[src/rtl/antares_div_pkg.sv]
// Shared constants for the divide controller: FSM state encoding,
// divider iteration count and the divide-by-zero quotient.
package antares_div_pkg;

  localparam logic [1:0] S_IDLE  = 2'd0;
  localparam logic [1:0] S_ISSUE = 2'd1;
  localparam logic [1:0] S_WAIT  = 2'd2;
  localparam logic [1:0] S_DRAIN = 2'd3;

  localparam int DIV_ITER = 32;

  localparam logic [31:0] DIV_ZERO_Q = 32'hFFFF_FFFF;

endpackage

[src/rtl/antares_div_ctrl.sv]
// Divide sequencer and HI/LO owner. Accepts a request in IDLE, issues a
// one-cycle start pulse to the external divider, waits for div_stall to
// drop and commits quotient->LO, remainder->HI. MTHI/MTLO writes apply in
// any state and win over a coincident writeback for their own register.
// A flushed divide is drained (result discarded) before returning to IDLE.
// Optional macro ANTARES_DIV_ZERO_BYPASS_EN: a zero divisor is resolved at
// the accept edge without starting the divider.
module antares_div_ctrl
  import antares_div_pkg::*;
#(
  parameter logic [31:0] HILO_RST = 32'h0
) (
  input  logic        clk,
  input  logic        rst,
  input  logic        req_valid,
  input  logic        req_signed,
  input  logic [31:0] req_dividend,
  input  logic [31:0] req_divisor,
  output logic        req_ready,
  input  logic        flush,
  input  logic        mthi_we,
  input  logic        mtlo_we,
  input  logic [31:0] wdata,
  output logic [31:0] hi,
  output logic [31:0] lo,
  output logic        busy,
  output logic        div_op_divs,
  output logic        div_op_divu,
  output logic [31:0] div_dividend,
  output logic [31:0] div_divisor,
  input  logic [31:0] div_quotient,
  input  logic [31:0] div_remainder,
  input  logic        div_stall
);

  logic [1:0]  state_q, state_d;
  logic [31:0] hi_q, hi_d;
  logic [31:0] lo_q, lo_d;
  logic [31:0] dividend_q, dividend_d;
  logic [31:0] divisor_q, divisor_d;
  logic        signed_q, signed_d;

  logic accept;
  logic zero_div;
  logic wb;

  assign accept = (state_q == S_IDLE) && req_valid && !flush;
  // Result is taken only from WAIT; a flush in the same cycle discards it.
  assign wb     = (state_q == S_WAIT) && !flush && !div_stall;

`ifdef ANTARES_DIV_ZERO_BYPASS_EN
  assign zero_div = (req_divisor == 32'h0);
`else
  assign zero_div = 1'b0;
`endif

  // State register
  always_ff @(posedge clk) begin
    if (rst) state_q <= S_IDLE;
    else     state_q <= state_d;
  end

  // Next-state logic
  always_comb begin
    state_d = state_q;
    case (state_q)
      S_IDLE:  if (accept && !zero_div) state_d = S_ISSUE;
      S_ISSUE: state_d = flush ? S_DRAIN : S_WAIT;
      S_WAIT:  begin
        if (flush)           state_d = S_DRAIN;
        else if (!div_stall) state_d = S_IDLE;
      end
      S_DRAIN: if (!div_stall) state_d = S_IDLE;
      default: state_d = S_IDLE;
    endcase
  end

  // Operand latch and HI/LO update; MT writes override the divider result
  always_comb begin
    dividend_d = dividend_q;
    divisor_d  = divisor_q;
    signed_d   = signed_q;
    hi_d       = hi_q;
    lo_d       = lo_q;
    if (accept) begin
      dividend_d = req_dividend;
      divisor_d  = req_divisor;
      signed_d   = req_signed;
    end
    if (wb) begin
      hi_d = div_remainder;
      lo_d = div_quotient;
    end
    if (accept && zero_div) begin
      hi_d = req_dividend;
      lo_d = (req_signed && req_dividend[31]) ? 32'h1 : DIV_ZERO_Q;
    end
    if (mthi_we) hi_d = wdata;
    if (mtlo_we) lo_d = wdata;
  end

  // Datapath registers
  always_ff @(posedge clk) begin
    if (rst) begin
      hi_q       <= HILO_RST;
      lo_q       <= HILO_RST;
      dividend_q <= 32'h0;
      divisor_q  <= 32'h0;
      signed_q   <= 1'b0;
    end else begin
      hi_q       <= hi_d;
      lo_q       <= lo_d;
      dividend_q <= dividend_d;
      divisor_q  <= divisor_d;
      signed_q   <= signed_d;
    end
  end

  // Outputs decoded from state; start pulses exist only in ISSUE
  always_comb begin
    req_ready   = (state_q == S_IDLE);
    busy        = (state_q != S_IDLE);
    div_op_divs = (state_q == S_ISSUE) &&  signed_q;
    div_op_divu = (state_q == S_ISSUE) && !signed_q;
  end

  assign hi           = hi_q;
  assign lo           = lo_q;
  assign div_dividend = dividend_q;
  assign div_divisor  = divisor_q;

endmodule

[config.mk]
export PLATFORM = sky130hd
export DESIGN_NAME = antares_div_ctrl
export DESIGN_NICKNAME = d
export VERILOG_FILES = /design/src/rtl/antares_div_pkg.sv /design/src/rtl/antares_div_ctrl.sv
export SDC_FILE = /design/constraint.sdc
export NUM_CORES = 1
export LEC_CHECK = 0
export ABC_AREA = 1
export BUFFER_PORTS_ARGS = -buffer_cell sky130_fd_sc_hd__clkbuf_2
export CORE_MARGIN = 4
export CORE_UTILIZATION = 50
export DETAILED_ROUTE_END_ITERATION = 10
export GPL_TIMING_DRIVEN = 0
export PLACE_DENSITY = 0.86
export SETUP_SLACK_MARGIN = 0.1
export SYNTH_ARGS = -nofsm -noshare
export SYNTH_HDL_FRONTEND = slang
export SYNTH_SLANG_ARGS = --single-unit
[constraint.sdc]
create_clock -name clk -period 2.15 [get_ports clk]
set_input_delay 0.43 -clock clk [delete_from_list [all_inputs] [get_ports clk]]
set_output_delay 0.43 -clock clk [all_outputs]
set_load 0.05 [all_outputs]
=== Word level (Yosys, flattened, before mapping) ===
Index checks and enable logic that the tools add are counted.

* Equality and inequality tests: 4
* Muxes and demuxes: 9
* Bitwise logic cells: 0
* Reduce and logical (&&, ||, !) cells: 13
* Order comparisons: 0
* Multiply operators: 0
* $add $sub $neg: 0
* Shift operators: 0
* Divide/modulo/power cells: 0

{| class="wikitable"
|+ Operators by type and width
! kind !! count
|-
| two-way mux 32 bit || 4
|-
| one-hot mux 2 bit (4 select lines) || 1
|-
| logical AND 1 bit || 6
|-
| two-way mux 2 bit || 3
|-
| nonzero test 2 bit || 3
|-
| == test 2 bit, second input constant || 2
|-
| zero test 1 bit || 3
|-
| == test 2 x 1 -> 1 bit, second input constant || 1
|-
| zero test 2 bit || 1
|-
| inequality test 2 x 1 -> 1 bit, second input constant || 1
|-
| two-way mux 1 bit || 1
|}

* Bits in latches: 0
* Bits in registers: 131
* Bits in writable memories: 0
* ROM bits: 0
* Word-level logic and storage cells: 32
* Output and inout port bits: 132
* Memories kept: 0

=== Depth between registers and ports, before layout ===
Gate-level depths: netlist of the first run.

* Word-level depth: 5
* Depth in mapped cells: 8
* Depth with buffers taken out: 6

=== Least setup slack after synthesis of the first run ===
No wires, ideal clock.

* Path type: register to output
* Start point: register state_q[0]
* End point: output port busy
* Data required time: 1.720 ns
* Buffers on the path: 0
* Arrival time: 1.561 ns
* Cell stages (with the launch flop): 3
* Slack: 0.159 ns
* Cells stage by stage: dfxtp_1 -> nor2_1 -> inv_1

* Word-level cells in the longest chain between the ends: 1

{| class="wikitable"
|+ RTL lines
! item !! line !! source
|-
| from (decl) || antares_div_ctrl.sv:36 || <nowiki>logic [1:0] state_q, state_d;</nowiki>
|-
| from (signal assigned) || antares_div_ctrl.sv:60 || <nowiki>else state_q <= state_d;</nowiki>
|-
| nonzero test 2 bit || antares_div_ctrl.sv:122 || <nowiki>busy = (state_q != S_IDLE);</nowiki>
|-
| to (decl) || antares_div_ctrl.sv:26 || <nowiki>output logic busy,</nowiki>
|}

Every way passes these cells.

=== Final worst setup path of the first run ===
* Start point: register state_q[1]
* End point: output port busy

The elaborated chain is that of the path after synthesis.

==> results.yml, run 1 <==
global_routing:
  grt_max_degree: 17
  grtUsageTotal: 0.2963
  antenna_found_initial: 0
  grt_pass1_wl_um: 33290
  grt_pass1_vias: 6624
  grt_overflow: 0
placement:
  hpwl_um: 16370
  place_ws_ps: 442.5
  numPortBuffers: 297
  place.gp.congestion: 0.9007
  place_area_mm2: 0.007732
layout:
  area_growth_pct: 37.20
  fin_nets: 1427
  n_antenna_cell: 0
  filler_cell_count: 1010
  finalInstanceArea_mm2: 0.008324
  drive_gt1_frac: 0.2961
cts:
  post_cts_resized: 0
  clk_path_buf_depth: 2
  insertion_delay_ps: 420
  cts_hold_buf: 0
  root_buffer: "clkbuf_16"
  htree_levels: 4
  cts_tree: "built"
  clk_pin_slew_worst_paths_ps: 60
  cts_setup_buffers: 0
  cts.sinks: 131
  cts_buffers: 17
power_and_ir_drop:
  ir_worst_vdd_mv: 0.5941
  power.density_mw_per_mm2: 915.7
  p_leak_uw: 0.004438
worst_setup_path:
  critical_path_class: "reg -> out"
  path_cells: "nor2_1, inv_1, clkbuf_2"
  slowest_delay_ps: 340
  cp_max_fo: 4
  arrival_ps: 1350
  critPathRequiredTime_ps: 1720
  end_kind: "primary output"
  critPathLaunchType: "flop"
  slowest_stage: "dfxtp_1"
yosys:
  ys_ff_latch: 131
  ys_seq_area_frac: 0.4323
  ys_types: 13
  syn_inst: 943
  syn_avg_cell_area_um2: 6.434
  syn_area_mm2: 0.006067
  syn_nets: 1111
  synth_warnings: 0
timing:
  finalWorstSetupSlack_ps: 369.6
  max_slew_margin: 0.6298
  setup_violations: 0
  rsz0062_at_grt: "false"
  max_slew.worst_pin.slew_ps: 555.3
  finalMaxSlewViolations: 0
  period_share: 0.8281
  fmax_mhz: 561.7
  fin_skew_ps: 4.558
  min_period_ps: 1780
  hold_viol_final: 0
  fin_tns_setup_ps: 0
hold_path:
  min_path_type: "in -> reg"
job:
  maxCapViolations: 0
drt:
  wl_um: 21260
  drt_iter0_drc: 518
  ant_nets: 0
  firstDrtPassIters: 5
  vias: 7124
  drc: 0
  viasPerCell: 5.042
  routedWlPerCell_um: 15.05
status:
  status: "finished, final reports clean"
floorplanning:
  dieArea_mm2: 0.01396
  die_h_um: 118.2
  start_util: 0.5202
  std_cell_rows: 39
  die_w_um: 118.2
  coreArea_mm2: 0.01166
  ioPinCount: 300
[cells in the mapped netlist, drive strengths merged]
| cell | number | area (µm²) |
|---|---|---|
| nand3 | 129 | 645.6 |
| nor2 | 72 | 275.3 |
| a21oi | 130 | 650.6 |
| clkbuf | 29 | 108.9 |
| dfxtp | 131 | 2623 |
| inv | 74 | 277.8 |
| buf | 48 | 244.0 |
| nand2 | 329 | 1235 |
| a211oi | 1 | 7.510 |
[flip-flops by register name, indices dropped and copies added (netlist names)]
name          count
lo               32
div_dividend     32
div_divisor      32
signed_q          1
hi               32
state_q           2
[layout make-up]
type / instances / area, µm² / share of cell area
sequential: 131 / 2623 / 0.3150
inverter: 74 / 277.8 / 0.03337
multi-input combinational: 661 / 2814 / 0.3380
clock buffer: 21 / 460.4 / 0.05531
buffer: 77 / 352.8 / 0.04239
timing repair buffer: 297 / 1486 / 0.1786
tap: 143 / 178.9 / 0.02149
clock inverter: 9 / 131.4 / 0.01578
[cells in the final DEF, fill, tap and decap left out]
| master | instances |
|---|---|
| buf_4 | 2 |
| clkinv_2 | 2 |
| inv_1 | 72 |
| buf_2 | 45 |
| a21oi_1 | 130 |
| clkinv_4 | 1 |
| nand3_1 | 129 |
| nand2_1 | 329 |
| inv_2 | 2 |
| nor2_2 | 2 |
| a211oi_1 | 1 |
| bufinv_16 | 3 |
| clkbuf_16 | 17 |
| clkinvlp_4 | 3 |
| clkbuf_2 | 297 |
| buf_1 | 1 |
| clkbuf_1 | 31 |
| nor2_1 | 70 |
| dfxtp_1 | 131 |
| clkbuf_8 | 2 |
[critical path, delay by kind of cell (launching register included)]
kind	cells	cell delay [ps]
AND/OR/NAND/NOR	1	240
buffers and inverters	2	350
flip-flops	1	340
[cells by family (layout without fill, tap and decap cells)]
logic type      Yosys count  count (layout)  share of synthesized area
simple gates            530             530                     0.3553
buf+inv                 151             478                     0.1039
compound gates          131             131                     0.1085
flops                   131             131                     0.4323
[per-stage QoR]
step                      instances    util  power, µW  hold slack (ps)
after CTS                      1413  0.7138       7645            252.3
after global placement         1383  0.6630       4736            447.9
final                          1413  0.7138       7623            267.9
after global routing           1413  0.7138       7936            260.8
after detailed placement       1383  0.6630       4759            451.1
after floorplan                 943       -       4175            452.6
[routing by layer]
layer  GRT usage  part of all wire
met2      0.4948              0.48
met5           0                 0
met3     0.08262             0.088
met4      0.1590             0.045
met1      0.3455              0.39
[worst paths after layout]
| kind | from | cells past startpoint | end | slack [ps] |
|---|---|---|---|---|
| min | req_divisor[1] | 3 | div_divisor[1] | 270 |
| max | state_q[1] | 3 | busy | 370 |
| max reg2reg | state_q[0] | 7 | lo[1] | 680 |
| min reg2reg | div_divisor[6] | 2 | div_divisor[6] | 460 |
[power breakdown]
| part | internal, µW | total (µW) | switching, µW |
|---|---|---|---|
| sequential | 2620 | 2730 | 110 |
| combinational | 540 | 1990 | 1450 |
| clock | 1870 | 2900 | 1030 |
| total | 5030 | 7620 | 2590 |
Power figures use the tool's default switching activity.
==> run 2: changes to the inputs <==
- CORE_UTILIZATION: 50 -> 46
- PLACE_DENSITY: 0.86 -> 0.8
- clock period: 2.15 -> 1.84 ns (I/O delays scaled with it)
==> results.yml, run 2 (synthesis results as in run 1) <==
status:
  status: "finished, final reports clean"
global_routing:
  grt_max_degree: 17
  grtUsageTotal: 0.2731
  antenna_found_initial: 0
  grt_pass1_wl_um: 32230
  grt_overflow: 0
  grt_pass1_vias: 6633
worst_setup_path:
  end_kind: "primary output"
  cp_max_fo: 5
  critical_path_class: "reg -> out"
  slowest_stage: "dfxtp_1"
  arrival_ps: 1280
  r2r_setup_slack_ps: 390
  critPathLaunchType: "flop"
  critPathRequiredTime_ps: 1470
  r2r-start: "state_q[1]"
  ff2ff_path_depth: 7
  path_cells: "nand2_1, nor2_1, buf_4"
  reg2reg_to: "hi[5]"
  slowest_delay_ps: 420
placement:
  place.gp.congestion: 0.9417
  place_ws_ps: 138.3
  numPortBuffers: 297
  hpwl_um: 16570
floorplanning:
  std_cell_rows: 41
  ioPinCount: 300
  coreArea_mm2: 0.01277
  die_w_um: 122.8
  start_util: 0.4750
  die_h_um: 122.8
  dieArea_mm2: 0.01509
drt:
  firstDrtPassIters: 7
  wl_um: 21100
  wl_met1_um: 8112
  vias: 7046
  drt_iter0_drc: 409
  dr_wl_met2_um: 10250
  viasPerCell: 4.880
  top_layer: "met4"
  routedWlPerCell_um: 14.61
  ant_nets: 0
  route.met3.wl_um: 2007
  drc: 0
timing:
  fin_skew_ps: 7.547
  whs_ps: 203.8
  min_period_ps: 1651
  finalWorstSetupSlack_ps: 188.5
  setup_violations: 0
  rsz0062_at_grt: "false"
  finalMaxSlewViolations: 0
  hold_viol_final: 0
  max_slew_margin: 0.6161
  max_slew.worst_pin.slew_ps: 575.9
  period_share: 0.8975
  fin_tns_setup_ps: 0
  fmax_mhz: 605.5
layout:
  final_common_cell: "nand2_1"
  fin_nets: 1427
  area_growth_pct: 38.65
  layout_common_cells: "329 x nand2_1, 295 x clkbuf_2, 131 x dfxtp_1"
  n_antenna_cell: 0
  drive_gt1_frac: 0.2987
cts:
  cts_buffers: 17
  cts.sinks: 131
  cts_tree: "built"
  htree_levels: 4
  clk_path_buf_depth: 2
  cts_setup_buffers: 0
  cts_hold_buf: 0
  root_buffer: "clkbuf_16"
  clk_pin_slew_worst_paths_ps: 60
  insertion_delay_ps: 420
hold_path:
  min_path_type: "in -> reg"
  whs_endpoint: "div_dividend[20]"
  worstHoldStart: "req_dividend[20]"
  worstHoldPathCells: 3
job:
  maxCapViolations: 0
power_and_ir_drop:
  power.density_mw_per_mm2: 1086
  p_leak_uw: 0.004462
  ir_worst_vdd_mv: 0.6438
==> run 2: power breakdown <==
group          switching, µW  internal, µW
Combinational           1680           635
Clock                   1270          2340
Sequential               133          3060
==> run 2: worst max path at each step <==
stage | from | endpoint | slack, ps | cells past startpoint
finish | state_q[0] | div_op_divs | 190 | 3
floorplan | state_q[0] | busy | 260 | 2
global placement | rst | hi[9] | 150 | 6
CTS | state_q[0] | div_op_divs | 140 | 3
detailed placement | rst | hi[1] | 140 | 6
global route | state_q[0] | div_op_divu | 100 | 3
==> run 2: final cells by class <==
class	instances	area, µm²
Tap cell	172	215.2
Sequential cell	131	2623
Fill cell	1213	4362
Timing Repair Buffer	297	1491
Multi-Input combinational cell	661	2816
Buffer	77	352.8
Inverter	74	277.8
Clock inverter	12	178.9
Clock buffer	20	456.7
==> run 2: metrics by stage <==
step | util | power [µW] | area [µm²] | cells
after floorplan | - | 4881 | 6070 | 943
after global placement | 0.6084 | 5540 | 7771 | 1412
after detailed placement | 0.6084 | 5563 | 7771 | 1412
after CTS | 0.6585 | 9171 | 8412 | 1444
after global routing | 0.6585 | 9545 | 8412 | 1444
final | 0.6585 | 9131 | 8412 | 1444
==> run 2: metal layers <==
metal,vias to the layer above,GRT usage
met1,3101,0.3043
met5,-,0
met2,287,0.4735
met4,0,0.1211
met3,51,0.08894
li1,3607,-
==> run 2: timing repair <==
item | CTS | global route
resized for setup | 2 | 2
setup endpoints to repair | 2 | 2
gates cloned | 0 | 0
==> run 2: worst max-delay path, delay by kind of cell, from the launching register on <==
| family | cells | cell delay [ps] |
|---|---|---|
| DFF | 1 | 420 |
| and+or+nand+nor | 2 | 230 |
| buffers and inverters | 1 | 230 |
